===== src/rtl/vdma_frame_point_ctrl.sv =====
// vdma_frame_point_ctrl: frame-buffer pointer scheduler for one write and one read VDMA sharing BUF_NUM buffers
// Ports:
//   clk, rst               single clock, synchronous active-high reset
//   wr_vs, rd_vs           write/read frame sync levels (frame starts on entry into VS_ACTIVE)
//   wr_point, rd_point     3-bit buffer index for the writer / reader
//   wr_update, rd_update   one-cycle pulse when the respective point moved
//   rd_repeat              one-cycle pulse when a read frame started with no new frame
//   drop_cnt, rep_cnt      saturating dropped / repeated frame counts
// Build option: define VDMA_POINT_STAT_EN to implement drop_cnt/rep_cnt; otherwise they read 0.
module vdma_frame_point_ctrl #(
    parameter int   BUF_NUM   = 3,
    parameter logic VS_ACTIVE = 1'b1
) (
    input  logic        clk,
    input  logic        rst,
    input  logic        wr_vs,
    input  logic        rd_vs,
    output logic [2:0]  wr_point,
    output logic [2:0]  rd_point,
    output logic        wr_update,
    output logic        rd_update,
    output logic        rd_repeat,
    output logic [15:0] drop_cnt,
    output logic [15:0] rep_cnt
);
    logic       wr_q, rd_q, wr_edge, rd_edge, rd_take, rdy_vld, found;
    logic [2:0] rdy_idx, rd_n, wr_alloc;
    assign wr_edge = (wr_vs == VS_ACTIVE) && (wr_q != VS_ACTIVE);
    assign rd_edge = (rd_vs == VS_ACTIVE) && (rd_q != VS_ACTIVE);
    // READING and WRITING are explicit registers; READY is rdy_idx when rdy_vld.
    // Every other index is FREE, so the allocator only has to skip the post-read
    // READING buffer and the buffer that is turning READY (the current writer).
    always_comb begin
        rd_take  = rd_edge && rdy_vld;
        rd_n     = rd_take ? rdy_idx : rd_point;
        wr_alloc = wr_point;
        found    = 1'b0;
        for (int i = BUF_NUM - 1; i >= 0; i--)
            if (3'(i) != rd_n && 3'(i) != wr_point) begin
                wr_alloc = 3'(i);
                found    = 1'b1;
            end
    end
    always_ff @(posedge clk) begin
        if (rst) begin
            wr_q      <= !VS_ACTIVE;
            rd_q      <= !VS_ACTIVE;
            wr_point  <= 3'd0;
            rd_point  <= 3'd1;
            rdy_idx   <= 3'd0;
            rdy_vld   <= 1'b0;
            wr_update <= 1'b0;
            rd_update <= 1'b0;
            rd_repeat <= 1'b0;
        end else begin
            wr_q      <= wr_vs;
            rd_q      <= rd_vs;
            wr_update <= wr_edge;
            rd_update <= rd_take;
            rd_repeat <= rd_edge && !rdy_vld;
            rd_point  <= rd_n;
            if (wr_edge) begin
                wr_point <= wr_alloc;
                rdy_idx  <= wr_point;
                rdy_vld  <= 1'b1;
            end else if (rd_take) begin
                rdy_vld  <= 1'b0;
            end
            assert (!wr_edge || found);
        end
    end
`ifdef VDMA_POINT_STAT_EN
    // A READY frame is lost only if the same-cycle read did not consume it.
    logic drop;
    assign drop = wr_edge && rdy_vld && !rd_take;
    always_ff @(posedge clk) begin
        if (rst) begin
            drop_cnt <= 16'd0;
            rep_cnt  <= 16'd0;
        end else begin
            if (drop && drop_cnt != 16'hFFFF)
                drop_cnt <= drop_cnt + 16'd1;
            if (rd_edge && !rdy_vld && rep_cnt != 16'hFFFF)
                rep_cnt <= rep_cnt + 16'd1;
        end
    end
`else
    assign drop_cnt = 16'd0;
    assign rep_cnt  = 16'd0;
`endif
endmodule

===== config.mk =====
export PLATFORM = sky130hd
export DESIGN_NAME = vdma_frame_point_ctrl
export DESIGN_NICKNAME = d
export VERILOG_FILES = /design/src/rtl/vdma_frame_point_ctrl.sv
export SDC_FILE = /design/constraint.sdc
export NUM_CORES = 1
export LEC_CHECK = 0
export ABC_AREA = 1
export BUFFER_PORTS_ARGS = -buffer_cell sky130_fd_sc_hd__buf_4
export CAP_MARGIN = 0
export CORE_MARGIN = 3
export CORE_UTILIZATION = 35
export DETAILED_ROUTE_END_ITERATION = 8
export GPL_ROUTABILITY_DRIVEN = 0
export PLACE_DENSITY = 0.79
export RECOVER_POWER = 25
export SETUP_SLACK_MARGIN = 0.5
export SYNTH_ARGS = -nofsm -noshare
export SYNTH_HDL_FRONTEND = slang
export SYNTH_SLANG_ARGS = --single-unit
export TNS_END_PERCENT = 5

===== constraint.sdc =====
create_clock -name clk -period 2.3 [get_ports clk]
set_input_delay 0.115 -clock clk [delete_from_list [all_inputs] [get_ports clk]]
set_output_delay 0.115 -clock clk [all_outputs]
set_load 0.05 [all_outputs]

After elaboration in Yosys (flattened, before gate mapping)
Index checks and enable logic that the tools add are counted.
- output and inout bits: 41
- bits of input ports: 4
- logic and storage cells: 34
- register bits: 15
- eq/ne operators: 4
- multiplexer cells: 6
- reduce and logical (&&, ||, !) cells: 13
- bitwise gates (word level): 2
- operator list (cell ; number):
    3-bit 2-to-1 mux ; 4
    3-bit nonzero test ; 3
    1-bit logical AND ; 7
    1-bit by 3-bit != test with 1-bit output, first input constant ; 2
    2-bit by 3-bit != test with 1-bit output, first input constant ; 2
    1-bit 2-to-1 mux ; 2
    1-bit NOT ; 2
    2-bit AND reduction ; 1
    2-bit nonzero test ; 1
    1-bit logical NOT ; 1

Depth between registers and ports, before layout
- depth after elaboration: 9
- mapped depth: 9

Worst setup path before layout
Ideal clock, no wire load.
- path kind: reg-to-reg
- start point: register wr_point[0]
- end point: register wr_point[0]
- stages on the path, launching flop included: 7
- data required time: 2.172 ns
- clock period less this slack: 1.393 ns
- setup time: 0.128 ns
- arrival: 1.265 ns
- path slack: 0.907 ns
- cell sequence: dfxtp_1 -> inv_1 -> or2_2 -> nand3_1 -> nor2_1 -> nor2_1 -> nor2_1
- longest elaborated chain between the ends: 4
- RTL lines (element ; RTL line ; text):
    from (decl) ; 18 ; output logic [2:0] wr_point,
    from (signal assigned) ; 63 ; wr_point <= wr_alloc;
    2-bit by 3-bit != test with 1-bit output (tied with other cells) ; 39 ; if (3'(i) != rd_n && 3'(i) != wr_point) begin
    1-bit logical AND ; 39 ;
    3-bit nonzero test (no source line) / 3-bit 2-to-1 mux (equally long branches) ; n/a ;
    2-bit AND reduction (no source line) / 3-bit 2-to-1 mux (equally long branches) ; n/a ;
Parallel ways exist; a longest one is shown, timed or not.
A chain may end at the register's enable or synchronous reset.

Worst setup path after layout
- start point: register rdy_vld
- end point: register wr_point[0]
- longest elaborated chain between the ends: 6
- RTL lines (element ; RTL line ; text):
    from (decl) ; 26 ; logic wr_q, rd_q, wr_edge, rd_edge, rd_take, rdy_vld, found;
    from (signal assigned) ; 51 ; rdy_vld <= 1'b0;
    from (signal assigned) ; 65 ; rdy_vld <= 1'b1;
    from (signal assigned) ; 67 ; rdy_vld <= 1'b0;
    1-bit logical AND (*) ; 34 ; rd_take = rd_edge && rdy_vld;
    3-bit 2-to-1 mux (*) ; 35 ; rd_n = rd_take ? rdy_idx : rd_point;
    2-bit by 3-bit != test with 1-bit output (tied with other cells) ; 39 ;
    1-bit logical AND ; 39 ;
    3-bit nonzero test (no source line) / 3-bit 2-to-1 mux (equally long branches) ; n/a ;
    2-bit AND reduction (no source line) / 3-bit 2-to-1 mux (equally long branches) ; n/a ;
Mark *: on every way between the ends. The rest lies on a longest branch, timed or not.

==> results by group <==
Drt
  • Final wirelength: 1080 µm
  • Number of remaining DRC errors: 0
  • DR vias/cell: 3.75
  • Final antenna-violating net count: 0
  • Vias: 510
  • WL per Instance: 7.93 µm
  • Initial drt markers: 5
  • TritonRoute pass-1 iters: 3

Clock network
  • Worst-Skew Late Latency: 280 ps
  • Max Buffers Root-to-Sink: 2
  • CTS Buf Count: 3
  • Postcts setup bufs: 0
  • CTS Root Cell: clkbuf_4
  • CTS Hold Buffers Added: 0
  • Post-cts sizing count: 0
  • TritonCTS clock tree: built
  • Sink Count: 13
  • H-tree depth: 1
  • Clk slew on worst S/H paths: 80 ps

Worst setup path
  • Critical Path Sink Type: flop
  • Crit path launch type: flop
  • Most frequent CP cell: nor2_1
  • Worst path bufs/invs: 0
  • Type of the worst setup path: reg -> reg
  • CP Data Required Time: 2520 ps
  • Crit-path cells: nand3_1, nand2_1, nand3_2, nor2_2, nor2_1, nor2_1, nor2_1, nor2_1
  • Crit path max fanout: 7
  • Largest delay contributor family on the critical path: simple AND/OR/NAND/NOR gates
  • Worst path arrival time: 1560 ps
  • Largest stage delay, worst path: 390 ps
  • Slowest CP cell: dfxtp_1

STA
  • Final WS setup: 953 ps
  • RSZ-0062 raised after global routing: no
  • Peak Freq: 0.743 GHz
  • Final Hold Viols: 0
  • Max-slew violation count: 0
  • Final TNS setup: 0 ps
  • Endpoints failing setup: 0
  • Worst Clk Skew: 4.13 ps
  • Final worst path period share: 58.6%
  • Fin crit period: 1350 ps

Floorplan
  • Horiz. Die Dim: 52.2 µm
  • Rows: 16
  • Die footprint: 2730 µm²
  • Core area: 2000 µm²
  • Die extent in y: 52.2 µm
  • IO Count: 45
  • Initial Utilization: 37.4%

Global route
  • Largest net degree at the start of global routing: 11
  • Total global-route track usage: 8.34%
  • Grt total ovfl: 0
  • Antenna violations before repair: 0
  • Vias in the first global route: 409
  • First-pass GRT wire length: 1620 µm

Finish
  • Most common cell after layout, fill and taps aside: conb_1
  • Share of cells above drive strength 1: 16.5%
  • Filler cells: 226
  • Nets: 114
  • Final Util: 37.0%
  • Ant. Diodes: 0
  • Area Overhead vs Synth: -1.00%
  • Area of the multi-input gates: 312 µm²
  • Commonest cells after routing, fill and taps aside: 33 x conb_1, 14 x nor2_1, 13 x dfxtp_1, 10 x buf_4, 7 x inv_1
  • Reg area: 260 µm²

Placed design
  • PortBufs: 11
  • Post-Place Worst Slack: 1110 ps
  • DPL Wire Length: 883 µm

Status
  • Status: complete, no violations

Power
  • Pwr Density: 791 nW/µm²
  • Share of power burned in registers: 42.0%
  • Psw: 254 µW
  • Internal: 332 µW
  • Sw frac: 43.4%
  • Clock power share: 23.8%
  • Combinational group share of total power: 34.2%
  • Maximum vdd drop: 279 µV
  • Leakage: 0.385 nW

Synth
  • Syn. warnings: 0
  • Mean Syn Cell Area: 7.79 µm²
  • Mapped Area: 748 µm²
  • Post-synthesis sequential area ratio: 34.8%
  • Synthesized flop and latch total: 13
  • Distinct cell type count after synthesis: 19
  • Mapped Cells: 96

Flow run
  • Max Cap Viol: 0

Hold path
  • Tightest Hold Check Type: in -> reg
-- synthesized netlist by cell type --
| master | count | area, µm² |
|---|---|---|
| conb_1 | 1 | 3.75 |
| inv_1 | 7 | 26.3 |
| nor2_1 | 14 | 52.6 |
| nand3_4 | 1 | 17.5 |
| o21ai_0 | 4 | 20.0 |
| dfxtp_1 | 13 | 260 |
| clkbuf_1 | 1 | 3.75 |
| or2_2 | 1 | 6.26 |
| nand2_1 | 5 | 18.8 |
| a21oi_1 | 4 | 20.0 |
| nor4_1 | 1 | 6.26 |
| nor2_2 | 1 | 6.26 |
| nand4_1 | 2 | 12.5 |
| buf_4 | 33 | 248 |
| o21ai_1 | 1 | 5.00 |
| nand2_2 | 2 | 12.5 |
| nand3_1 | 3 | 15.0 |
| inv_2 | 1 | 3.75 |
| nand3_2 | 1 | 10.0 |
-- cell families after synthesis --
kind of cell	synth area share [%]
AND/OR/NAND/NOR	21.1
other	0.501
buffers and inverters	37.6
AO/OA/AOI/OAI	6.02
flip-flops	34.8
-- final timing paths --
check,to,slack [ps],depth (start not counted),startpoint
setup / recovery,wr_point[0],950,8,rdy_vld
hold / removal,wr_q,50,3,wr_vs
setup reg to reg,wr_point[0],950,8,rdy_vld
hold reg to reg,rd_repeat,450,1,rd_q
-- state kept, by name (all words and copies together) (netlist names) --
| name | count |
|---|---|
| rd_point | 3 |
| rdy_idx | 2 |
| wr_point | 2 |
| rd_q | 1 |
| rd_repeat | 1 |
| rd_update | 1 |
| rdy_vld | 1 |
| wr_q | 1 |
| wr_update | 1 |
-- power groups by stage --
stage | registers, mW | logic, mW | clock network, mW
2_1_floorplan | 0.276 | 0.198 | 0
3_3_place_gp | 0.252 | 0.200 | 0
3_5_place_dp | 0.252 | 0.203 | 0
4_1_cts | 0.247 | 0.203 | 0.147
5_1_grt | 0.248 | 0.214 | 0.157
6_report | 0.246 | 0.201 | 0.139
-- through the flow --
stage / cells / hold slack [ps] / cell area [µm²] / power, mW
3_5_place_dp: 132 / 335 / 733 / 0.455
5_1_grt: 136 / 68.0 / 741 / 0.618
6_report: 136 / 50.0 / 741 / 0.586
4_1_cts: 136 / 41.3 / 759 / 0.597
2_1_floorplan: 128 / 240 / 868 / 0.474
3_3_place_gp: 132 / 329 / 733 / 0.452
-- layout make-up --
| type | instances | area share [%] |
|---|---|---|
| Inverter | 8 | 4.05 |
| Timing Repair Buffer | 11 | 10.6 |
| Tap cell | 27 | 4.56 |
| Sequential cell | 13 | 35.1 |
| Clock buffer | 4 | 3.55 |
| Multi-Input combinational cell | 73 | 42.1 |
-- per-layer routing --
metal | global-route usage [%] | vias to the layer above | share of wire (%)
met5 | 0 | - | 0
met4 | 6.38 | 0 | 2.7
met3 | 2.56 | 3 | 13
met2 | 13.0 | 31 | 45
met1 | 9.44 | 219 | 40
li1 | - | 257 | -
-- worst reg2reg max path, stage by stage (launching register included) --
cell,delay [ps]
dfxtp_1,390
nand3_1,240
nand2_1,200
nand3_2,80
nor2_2,110
nor2_1,50
nor2_1,100
nor2_1,50
nor2_1,70
(Power assumes the default switching activity.)
